==> src/rtl/axis_if.sv <==
// AXI-Stream bundle for the PFB test source: source drives data/valid, sink drives ready.
interface axis_if #(
  parameter int WIDTH = 16
);
  logic [WIDTH-1:0] tdata;
  logic             tvalid;
  logic             tready;

  modport master (output tdata, output tvalid, input tready);
  modport slave  (input tdata, input tvalid, output tready);
endinterface

==> src/rtl/axis.sv <==
// Self-paced AXI-Stream ramp source: a modulo-MAX_CNT schedule counter opens the
// gate for PAUSE cycles per period; the ramp advances on every open edge.
module axis #(
  parameter int    WIDTH   = 16,
  parameter int    MAX_CNT = 32,
  parameter int    START   = 23,
  parameter int    PAUSE   = 24,
  parameter string ORDER   = "processing"
) (
  input  logic   clk,
  input  logic   rst,
  axis_if.master m_axis
);

  localparam int unsigned   CW        = $clog2(MAX_CNT);
  localparam logic [CW-1:0] CTR_INIT  = CW'(START);
  localparam logic [CW-1:0] LAST_OPEN = CW'(PAUSE - 1);
  localparam bit            PROC      = (ORDER == "processing");

  logic [CW-1:0]    r_ctr;
  logic [WIDTH-1:0] r_dout;
  logic             w_open;
  logic             w_unused_tready;

  // Counter wraps MAX_CNT-1 -> 0 for free because MAX_CNT is a power of two.
  always_ff @(posedge clk or posedge rst) begin
    if (rst) r_ctr <= CTR_INIT;
    else     r_ctr <= r_ctr + 1'b1;
  end

  always_comb w_open = (r_ctr <= LAST_OPEN);

  generate
    if (PROC) begin : g_proc
      logic [WIDTH-1:0] r_hi;

      // Count down through each M-sized block, then jump to the top of the next one.
      always_ff @(posedge clk or posedge rst) begin
        if (rst) begin
          r_dout <= WIDTH'(MAX_CNT - 1);
          r_hi   <= WIDTH'(MAX_CNT);
        end else if (w_open) begin
          if (r_dout[CW-1:0] == '0) r_dout <= r_hi - 1'b1;
          else                      r_dout <= r_dout - 1'b1;
          if (r_dout[CW-1:0] == CW'(1)) r_hi <= r_hi + WIDTH'(MAX_CNT);
        end
      end
    end else begin : g_nat
      always_ff @(posedge clk or posedge rst) begin
        if (rst)         r_dout <= '0;
        else if (w_open) r_dout <= r_dout + 1'b1;
      end
    end
  endgenerate

  // The source cannot be back-pressured; tready is deliberately ignored.
  assign w_unused_tready = m_axis.tready;

  assign m_axis.tdata  = r_dout;
  assign m_axis.tvalid = w_open;

endmodule

==> src/flat_wrapper.sv <==
// flat-port wrapper written by rule: the top's interface ports become plain ports
module axis_flat 
#(
  parameter int    WIDTH   = 16,
  parameter int    MAX_CNT = 32,
  parameter int    START   = 23,
  parameter int    PAUSE   = 24,
  parameter string ORDER   = "          "
)
  (clk, rst, m_axis_tdata, m_axis_tvalid, m_axis_tready);
  axis_if #(.WIDTH(WIDTH)) m_axis_i ();
  input  logic clk;
  input  logic rst;
  output wire logic [$bits(m_axis_i.tdata)-1:0] m_axis_tdata;
  output wire logic [$bits(m_axis_i.tvalid)-1:0] m_axis_tvalid;
  input wire logic [$bits(m_axis_i.tready)-1:0] m_axis_tready;
  assign m_axis_tdata = m_axis_i.tdata;
  assign m_axis_tvalid = m_axis_i.tvalid;
  assign m_axis_i.tready = m_axis_tready;
  axis #(.WIDTH(WIDTH), .MAX_CNT(MAX_CNT), .START(START), .PAUSE(PAUSE), .ORDER(ORDER)) u_core (.clk(clk), .rst(rst), .m_axis(m_axis_i));
endmodule
==> config.mk <==
export PLATFORM = sky130hd
export DESIGN_NAME = axis_flat
export DESIGN_NICKNAME = d
export VERILOG_FILES = /design/src/rtl/axis_if.sv /design/src/rtl/axis.sv /design/src/flat_wrapper.sv
export SDC_FILE = /design/constraint.sdc
export NUM_CORES = 1
export LEC_CHECK = 0
export CAP_MARGIN = 0
export CORE_UTILIZATION = 45
export CTS_BUF_LIST = sky130_fd_sc_hd__clkbuf_2 sky130_fd_sc_hd__clkbuf_4 sky130_fd_sc_hd__clkbuf_8
export CTS_CLUSTER_DIAMETER = 200
export DETAILED_ROUTE_END_ITERATION = 6
export DONT_BUFFER_PORTS = 1
export PLACE_DENSITY_LB_ADDON = 0.2
export RECOVER_POWER = 100
export SLEW_MARGIN = 20
export SYNTH_ARGS = -nofsm -noshare
export SYNTH_HDL_FRONTEND = slang
export SYNTH_SLANG_ARGS = --single-unit
==> constraint.sdc <==
create_clock -name clk -period 1.95 [get_ports clk]
set_input_delay 0.0975 -clock clk [delete_from_list [all_inputs] [get_ports clk]]
set_output_delay 0.0975 -clock clk [all_outputs]
set_load 0.05 [all_outputs]
; Word level (Yosys, flattened, before mapping)
; Index checks and enable logic that the tools add are counted.
[classes]
n_addsub = 2
n_mul = 0
div = 0
order_cmp = 1
n_eq_ne = 0
n_shift = 0
muxes = 0
bitwise_logic = 0
reduce_logical = 0
[op_table]
columns = operator, count
row1 = "adder 16 x 1 -> 16 bit, second input constant", 1
row2 = "adder 5 x 1 -> 5 bit, second input constant", 1
row3 = "<= comparator 5 bit, second input constant", 1
[totals]
register_bits = 21
latchBits = 0
ram_bits = 0
romBits = 0
output_inout_bits = 17
elab_cells = 5
n_memories = 0

; Logic depth before layout (Yosys ltp)
; Gate-level depths: netlist of run 1.
[logic_depth]
depth_word = 1
ltp_mapped = 6
ltp_nobuf = 5

; Least setup slack after synthesis of run 1
; No wires, ideal clock.
[synth_path]
path_kind = reg2reg
startpoint = reg u_core.r_dout[0], in the netlist u_core.m_axis.tdata[0]
endpoint = reg u_core.r_dout[10], in the netlist u_core.m_axis.tdata[10]
setup_ns = 0.141
arrival_time_ns = 1.574
t_required_ns = 1.809
slack_ns = 0.235
path_stages_with_launch = 6
n_path_buf = 0
synth_period_minus_slack_ns = 1.715
cell_sequence = dfrtp_1 ha_1 and3_1 and3_1 nand4_1 xnor2_1
[synth_via]
elab_chain_len = 1
[synth_rtl]
columns = element, line
row1 = start: declaration, axis.sv:21  ; logic [WIDTH-1:0] r_dout;
row2 = start signal: assignment, axis.sv:51  ; else if (w_open) r_dout <= r_dout + 1'b1;
row3 = adder 16 x 1 -> 16 bit, axis.sv:51
; Every way passes these cells.
; A chain may end at the register's enable or synchronous reset.

; Final worst setup path of run 1
[layout_path]
startpoint = reg u_core.r_dout[2], in the netlist u_core.m_axis.tdata[2]
endpoint = reg u_core.r_dout[13], in the netlist u_core.m_axis.tdata[13]
; The elaborated chain is that of the path after synthesis.

==> results of run 1 <==
-- cell usage after synthesis --
library cell / number / share of area [%]
nand2_1: 4 / 1.5
xor2_1: 2 / 1.8
ha_1: 2 / 2.6
o21ai_4: 1 / 1.7
xnor2_1: 16 / 14
dfstp_2: 4 / 11
nor3_4: 1 / 1.7
mux2_2: 1 / 1.2
buf_6: 1 / 1.2
inv_1: 3 / 1.2
and3_1: 6 / 3.9
nor2_1: 3 / 1.2
and4b_4: 1 / 1.4
nand3_2: 4 / 4.1
nand3_1: 4 / 2.1
buf_4: 1 / 0.77
dfrtp_1: 17 / 44
nand4_1: 8 / 5.1
-- cells in the final DEF, fill, tap and decap left out, types with 2 or more instances in the layout --
cell and n:
nand2_1 4, nand3_1 7, nand4_1 8, and3_1 6, nor2_1 3, dfrtp_1 17, clkbuf_4 3, dfstp_2 3
inv_1 3, xor2_1 2, xnor2_1 16, buf_4 4, clkbuf_1 11, ha_1 2
-- state kept, by name (all words and copies together), names as in the netlist --
| register | count |
|---|---|
| u_core.m_axis.tdata | 16 |
| u_core.r_ctr | 5 |
-- metal layers --
layer | wire length [um] | GRT usage (%) | vias up
met3 | 104 | 9.12 | 3
met1 | 796 | 23.0 | 302
met2 | 749 | 25.6 | 16
met4 | 9 | 2.94 | 0
li1 | - | - | 310
met5 | 0 | 0 | -
-- area by class of cell --
class	instances	share of cell area (%)
Multi-Input combinational cell	53	36.2
Clock inverter	1	0.454
Tap cell	27	3.06
Timing Repair Buffer	17	9.18
Clock buffer	3	2.04
Sequential cell	21	48.1
Inverter	3	1.02
-- per-stage QoR --
stage	power, mW	utilization [%]	instance area, sq um
after global routing	0.693	55.1	1100
after floorplan	0.450	-	975
after detailed placement	0.453	56.1	1120
final	0.654	55.1	1100
after CTS	0.667	57.9	1160
after global placement	0.453	56.1	1120
-- kinds of logic after synthesis --
family                     share of synthesized area [%]
and+or+nand+nor                                     20.9
DFF                                                 54.4
xor gates and xnor gates                            16.2
buffers and inverters                               3.08
adders and majority gates                           2.57
AOI/OAI and AO/OA                                   1.67
muxes                                               1.16
-- final timing paths --
| path | start | slack [ps] | to | depth (start not counted) |
|---|---|---|---|---|
| setup / recovery | u_core.m_axis.tdata[2] | 150 | u_core.m_axis.tdata[13] | 5 |
| hold / removal | rst | 350 | u_core.r_ctr[3] | 2 |
| setup reg to reg | u_core.m_axis.tdata[2] | 150 | u_core.m_axis.tdata[13] | 5 |
| hold reg to reg | u_core.r_ctr[0] | 500 | u_core.r_ctr[0] | 1 |
| max in group asynchronous | rst | 1120 | u_core.m_axis.tdata[4] | 2 |
| min in group clk | u_core.r_ctr[0] | 500 | u_core.r_ctr[0] | 1 |
-- repair_timing --
item,CTS,global route
buffers inserted,0,0
hold buffers,1,0
resized for setup,0,0
endpoints found under the hold margin,17,0
-- where the power goes --
part           switching [mW]  total [mW]  internal [mW]
clock network           0.133       0.209         0.0767
registers                   0       0.436          0.436
logic                 0.00804     0.00950        0.00146
total                   0.141       0.654          0.514
==> impl_metrics.ini, run 1 <==
[place]
gp_congestion = 0.715
dp_cells = 120
dp_hpwl_um = 1250
io_buffers = 0
post-place-ws_ps = 182

[floorplanning]
rows = 16
core-area_sq_um = 2000
die_w_um = 48.5
die_h_um = 48.5
top_level_ports = 20
start_util_pct = 48.7
die_area_sq_um = 2360

[cells_and_area]
syn_to_final_growth_pct = 13.2
final_layout_size_suffix_gt1_share_pct = 17.3
n_fill_cell = 202
seq_area_sq_um = 531
finalNonFillerCells = 125
multi_input_area_sq_um = 399
fin_nets = 104
diodes = 0

[global_route]
grt_antenna_before_repair = 0
grt_pass1_wl_um = 3090
first_global_vias = 634
grt_max_degree = 22
grt_use_total_pct = 17.3
grt_overflow = 0

[yosys]
yosysUniqueCellTypes = 18
syn_inst = 79
synth_seq_cells = 21
avgSynthCellArea_sq_um = 12.3
synth_seq_area_share_pct = 54.4
syn_nets = 84
yosys_warnings = 0
syn_area_sq_um = 975

[power_and_ir_drop]
power.leakage_nw = 0.476
power_density_nw_per_um2 = 593
vdd.ir_drop.worst_v = 0.000480

[timing]
worstMarginPinSlew_ps = 907
drv_slew = 0
finalSetupTns_ps = 0
min_period_ps = 1800
fin_hold_ws_ps = 350
relSlewSlack_pct = 39.5
hold_viol_final = 0
max_freq_mhz = 554
setup_violations = 0
fin_worst_skew_ps = 7.98
setup_ws_ps = 145
rsz0062_at_grt = no
fin_crit_sh_pct = 92.6

[clock_network]
cts_buffers = 3
cts_tree = yes
clk_pin_slew_ps = 120
cts-root-buf = clkbuf_4
insertion_delay_ps = 310
htreeDepth = 1
cts_buffer_depth = 2
clkSinkCount = 21

[routing]
firstDrtPassIters = 3
drtAntennaViolNets = 0
drt-initial-drc-count = 5
wl_per_cell_um = 13.3
vias_per_cell = 5.05
drc = 0
vias = 631
routed_wirelength_um = 1660

[critical_path]
critPathMaxStageDelay_ps = 540
crit_buf_inv = 1
cp.required_ps = 2160
path_max_fanout = 5
start_kind = flip-flop
critical-path-top-delay-family = simple AND/OR/NAND/NOR gates
path_cells = clkbuf_1, and3_1, and3_1, nand3_1, xnor2_1
cp_data_arrival_time_ps = 2010
cpMostUsedCell = and3_1
end_kind = flip-flop
worstSetupPathType = flip-flop to flip-flop
cp_slowest_cell = clkbuf_1

[job]
cap_violations = 0

[worst_hold_path]
hp-class = input pin to asynchronous set/reset pin

[outcome]
outcome = finished, final reports clean
Power figures use the tool's default switching activity.
==> run 2: changes to the inputs <==
--- a/config.mk
+++ b/config.mk
@@ -6,6 +6,8 @@
 export NUM_CORES = 1
 export LEC_CHECK = 0
 export CAP_MARGIN = 0
+export CELL_PAD_IN_SITES_DETAIL_PLACEMENT = 0
+export CELL_PAD_IN_SITES_GLOBAL_PLACEMENT = 1
 export CORE_UTILIZATION = 45
 export CTS_BUF_LIST = sky130_fd_sc_hd__clkbuf_2 sky130_fd_sc_hd__clkbuf_4 sky130_fd_sc_hd__clkbuf_8
 export CTS_CLUSTER_DIAMETER = 200
==> impl_metrics.ini, run 2 (synthesis results as in run 1) <==
[clock_network]
htreeDepth = 1
insertion_delay_ps = 300
cts_tree = yes
clk_pin_slew_ps = 110
cts-root-buf = clkbuf_4
cts_buffers = 3
clkSinkCount = 21
cts_buffer_depth = 2

[timing]
relSlewSlack_pct = 47.3
worstMarginPinSlew_ps = 789
fin_crit_sh_pct = 94.4
hold_viol_final = 0
fin_worst_skew_ps = 1.81
max_freq_mhz = 543
setup_violations = 0
min_period_ps = 1840
drv_slew = 0
rsz0062_at_grt = no
finalSetupTns_ps = 0

[cells_and_area]
largest_reg_flops = 16
final_common_cell = dfrtp_1
fin_nets = 108
final_layout_size_suffix_gt1_share_pct = 21.6
mostFrequentLayoutCells = 17 x dfrtp_1, 16 x xnor2_1, 14 x clkbuf_1
syn_to_final_growth_pct = 16.7
diodes = 0

[floorplanning]
core-area_sq_um = 2000
rows = 16
top_level_ports = 20
die_area_sq_um = 2360
die_w_um = 48.5
start_util_pct = 48.7
die_h_um = 48.5

[outcome]
outcome = finished, final reports clean

[routing]
vias_per_cell = 4.93
drtAntennaViolNets = 0
firstDrtPassIters = 3
vias = 636
drc = 0
wl_per_cell_um = 13.5
drt-initial-drc-count = 8
routed_wirelength_um = 1740

[critical_path]
cp_data_arrival_time_ps = 1740
end_kind = output port
critPathMaxStageDelay_ps = 560
path_cells = ha_2, and4b_4, o21ai_4, buf_6, buf_6
cpMostUsedCell = buf_6
path_max_fanout = 4
reg2reg_from = u_core.m_axis.tdata[0]
worstSetupPathType = flip-flop to output port
cp_slowest_cell = dfstp_1
crit_buf_inv = 2
critPathLaunch = u_core.r_ctr[0]
start_kind = flip-flop
critical-path-top-delay-family = flip-flops
cp.required_ps = 1850

[global_route]
grt_use_total_pct = 17.2
grt_overflow = 0
grt_pass1_wl_um = 3070
grt_max_degree = 22
grt_antenna_before_repair = 0
first_global_vias = 656

[place]
gp_congestion = 0.747
io_buffers = 0
dp_hpwl_um = 1240

[power_and_ir_drop]
power.leakage_nw = 0.478
power_density_nw_per_um2 = 586
total_power_mw = 0.667
vdd.ir_drop.worst_v = 0.000356

[worst_hold_path]
hp-class = input pin to asynchronous set/reset pin

[job]
cap_violations = 0
-- run 2: cell types whose count changed in the layout (fill, tap and decap cells not counted), moves of 2 or more --
cell,previous run,this run
nand3_2,1,4
nand3_1,7,4
clkbuf_1,11,14
clkbuf_4,3,5
buf_6,0,2
-- run 2: metrics by stage --
step,cells,utilization [%],worst slack [ps],hold slack [ps],area [sq um]
finish,129,56.8,109,376,1140
CTS,128,58.6,23.1,401,1170
floorplan,79,-,235,71.1,975
global route,129,56.8,15.1,431,1140
global placement,122,56.2,133,169,1120
detailed placement,122,56.2,131,190,1120
-- run 2: cell type report --
| type | instances | area, sq um |
|---|---|---|
| multi-input combinational | 53 | 417 |
| timing repair buffer | 21 | 115 |
| tap | 27 | 33.8 |
| fill | 182 | 865 |
| clock buffer | 4 | 30.0 |
| inverter | 3 | 11.3 |
| sequential | 21 | 531 |
-- run 2: worst paths after layout --
check                      slack [ps]                       to  cells after the start
min in group clk                  480          u_core.r_ctr[0]                      1
max in group asynchronous        1090  u_core.m_axis.tdata[13]                      2
min                               380  u_core.m_axis.tdata[10]                      2
max                               110            m_axis_tvalid                      5
max reg2reg                       130  u_core.m_axis.tdata[13]                      5
min reg2reg                       480          u_core.r_ctr[0]                      1
-- run 2: per-layer routing --
layer	vias up	track usage, %	share of wire [%]
met5	-	0	0
met4	0	8.82	0.80
li1	319	-	-
met1	299	24.6	50
met3	2	5.03	5.4
met2	16	23.5	44
-- run 2: timing repair --
item | in CTS | in global routing
resized for setup | 0 | 3
endpoints found under the setup margin | 1 | 1
setup buffers | 1 | 1
hold buffers | 1 | 0
pin swaps | 1 | 0
hold endpoints to repair | 17 | 0
-- run 2: report_power, final --
part	total, mW	switching, mW	internal (mW)
Sequential	0.436	0	0.436
Clock	0.221	0.128	0.0935
Combinational	0.00975	0.00830	0.00146
==> run 3: changes to the inputs <==
--- a/config.mk
+++ b/config.mk
@@ -13,7 +13,7 @@
 export CTS_CLUSTER_DIAMETER = 200
 export DETAILED_ROUTE_END_ITERATION = 6
 export DONT_BUFFER_PORTS = 1
-export PLACE_DENSITY_LB_ADDON = 0.2
+export PLACE_DENSITY_LB_ADDON = 0.1
 export RECOVER_POWER = 100
 export SLEW_MARGIN = 20
 export SYNTH_ARGS = -nofsm -noshare
==> constraint.sdc (replaced) <==
create_clock -name clk -period 2.2 [get_ports clk]
set_input_delay 0.11 -clock clk [delete_from_list [all_inputs] [get_ports clk]]
set_output_delay 0.11 -clock clk [all_outputs]
set_load 0.05 [all_outputs]
==> impl_metrics.ini, run 3 (synthesis results as in run 1) <==
[routing]
vias_per_cell = 5.09
firstDrtPassIters = 4
drc = 0
vias = 667
routed_wirelength_um = 1760
drtAntennaViolNets = 0
wl_per_cell_um = 13.5
drt-initial-drc-count = 4

[cells_and_area]
mostFrequentLayoutCells = 17 x dfrtp_1, 16 x xnor2_1, 14 x clkbuf_1
diodes = 0
fin_nets = 110
syn_to_final_growth_pct = 16.6
final_common_cell = dfrtp_1
utilization_pct = 56.8
largest_reg_flops = 16
final_layout_size_suffix_gt1_share_pct = 22.1
finalNonFillerCells = 131

[global_route]
grt_util_met1_pct = 22.2
grt_pass1_wl_um = 3010
grt_util_met3_pct = 4.40
grt_use_total_pct = 17.1
grt_util_met2_pct = 26.5
grt_overflow = 0
grt_max_degree = 22
grt_antenna_before_repair = 0
grt_most_used_layer = met2
first_global_vias = 661

[place]
io_buffers = 0
dp_cells = 120
gp_congestion = 0.733
post-place-ws_ps = 307

[clock_network]
cts_buffer_depth = 2
cts_tree = yes
insertion_delay_ps = 300
cts_buffers = 3
post_cts_resized = 0
clk_pin_slew_ps = 110
clkSinkCount = 21
cts-root-buf = clkbuf_4
htreeDepth = 1

[floorplanning]
start_util_pct = 48.7
die_area_sq_um = 2360
core-area_sq_um = 2000
die_w_um = 48.5
die_h_um = 48.5
top_level_ports = 20
rows = 16

[critical_path]
start_kind = flip-flop
path_max_fanout = 5
worstSetupPathType = flip-flop to flip-flop
end_kind = flip-flop
cp.required_ps = 2370
cp_data_arrival_time_ps = 2160

[power_and_ir_drop]
vdd.ir_drop.worst_v = 0.000284
power.leakage_nw = 0.468
power_density_nw_per_um2 = 519

[timing]
worstMarginPinSlew_ps = 933
drv_slew = 0
fin_worst_skew_ps = 4.50
hold_viol_final = 0
setup_ws_ps = 212
finalSetupTns_ps = 0
max_freq_mhz = 503
min_period_ps = 1990
relSlewSlack_pct = 37.8
fin_crit_sh_pct = 90.3
rsz0062_at_grt = no
setup_violations = 0

[job]
cap_violations = 0

[worst_hold_path]
hp-class = input pin to asynchronous set/reset pin

[outcome]
outcome = finished, final reports clean
==> run 3: cell types whose count changed in the layout (fill, tap and decap cells not counted) <==
cell and delta:
ha_2 -1, buf_6 -2, nor3_4 -1, nor3_2 +1, buf_4 +3, ha_1 +1
clkbuf_4 +1
==> run 3: through the flow <==
stage | hold slack (ps) | cell area (sq um) | total power [mW]
3_3_place_gp | 180 | 1110 | 0.401
3_5_place_dp | 182 | 1110 | 0.401
5_1_grt | 452 | 1140 | 0.622
6_report | 375 | 1140 | 0.589
4_1_cts | 394 | 1150 | 0.597
2_1_floorplan | 83.6 | 975 | 0.399
==> run 3: cell type report <==
class                      count  area [sq um]
clock buffer                   4          30.0
fill                         197           866
inverter                       3          11.3
multi-input combinational     53           408
sequential                    21           531
tap                           27          33.8
timing repair buffer          23           123
==> run 3: timing repair <==
action	4_1_cts	5_1_grt
hold buffers	1	0
setup endpoints to repair	0	1
setup buffers	0	6
hold endpoints to repair	17	0
==> run 3: metal layers <==
| layer | vias to the layer above | wire length, um |
|---|---|---|
| li1 | 323 | - |
| met1 | 326 | 829 |
| met2 | 16 | 831 |
| met3 | 2 | 85 |
| met4 | 0 | 14 |
| met5 | - | 0 |
==> run 3: path summary, 6_finish.rpt <==
| check | start | endpoint | slack, ps | cells past startpoint |
|---|---|---|---|---|
| worst max-delay path | u_core.m_axis.tdata[8] | u_core.m_axis.tdata[13] | 210 | 5 |
| worst min-delay path | rst | u_core.m_axis.tdata[12] | 380 | 2 |
| worst max register to register | u_core.m_axis.tdata[8] | u_core.m_axis.tdata[13] | 210 | 5 |
| worst min register to register | u_core.r_ctr[0] | u_core.r_ctr[0] | 500 | 1 |
| max in group asynchronous | rst | u_core.m_axis.tdata[3] | 1350 | 2 |
| min in group clk | u_core.r_ctr[0] | u_core.r_ctr[0] | 500 | 1 |
==> run 3: power by group <==
group / switching, mW / total, mW / internal (mW)
combinational: 0.00709 / 0.00838 / 0.00129
clock: 0.112 / 0.195 / 0.0829
sequential: 0 / 0.386 / 0.386
total: 0.119 / 0.589 / 0.470
==> run 3: worst max-delay path, stage by stage, from the launching register on <==
cell and delay (ps):
dfrtp_1 350, clkbuf_1 590, nand3_1 250, nor3_2 400, nand3_2 130, xnor2_1 140
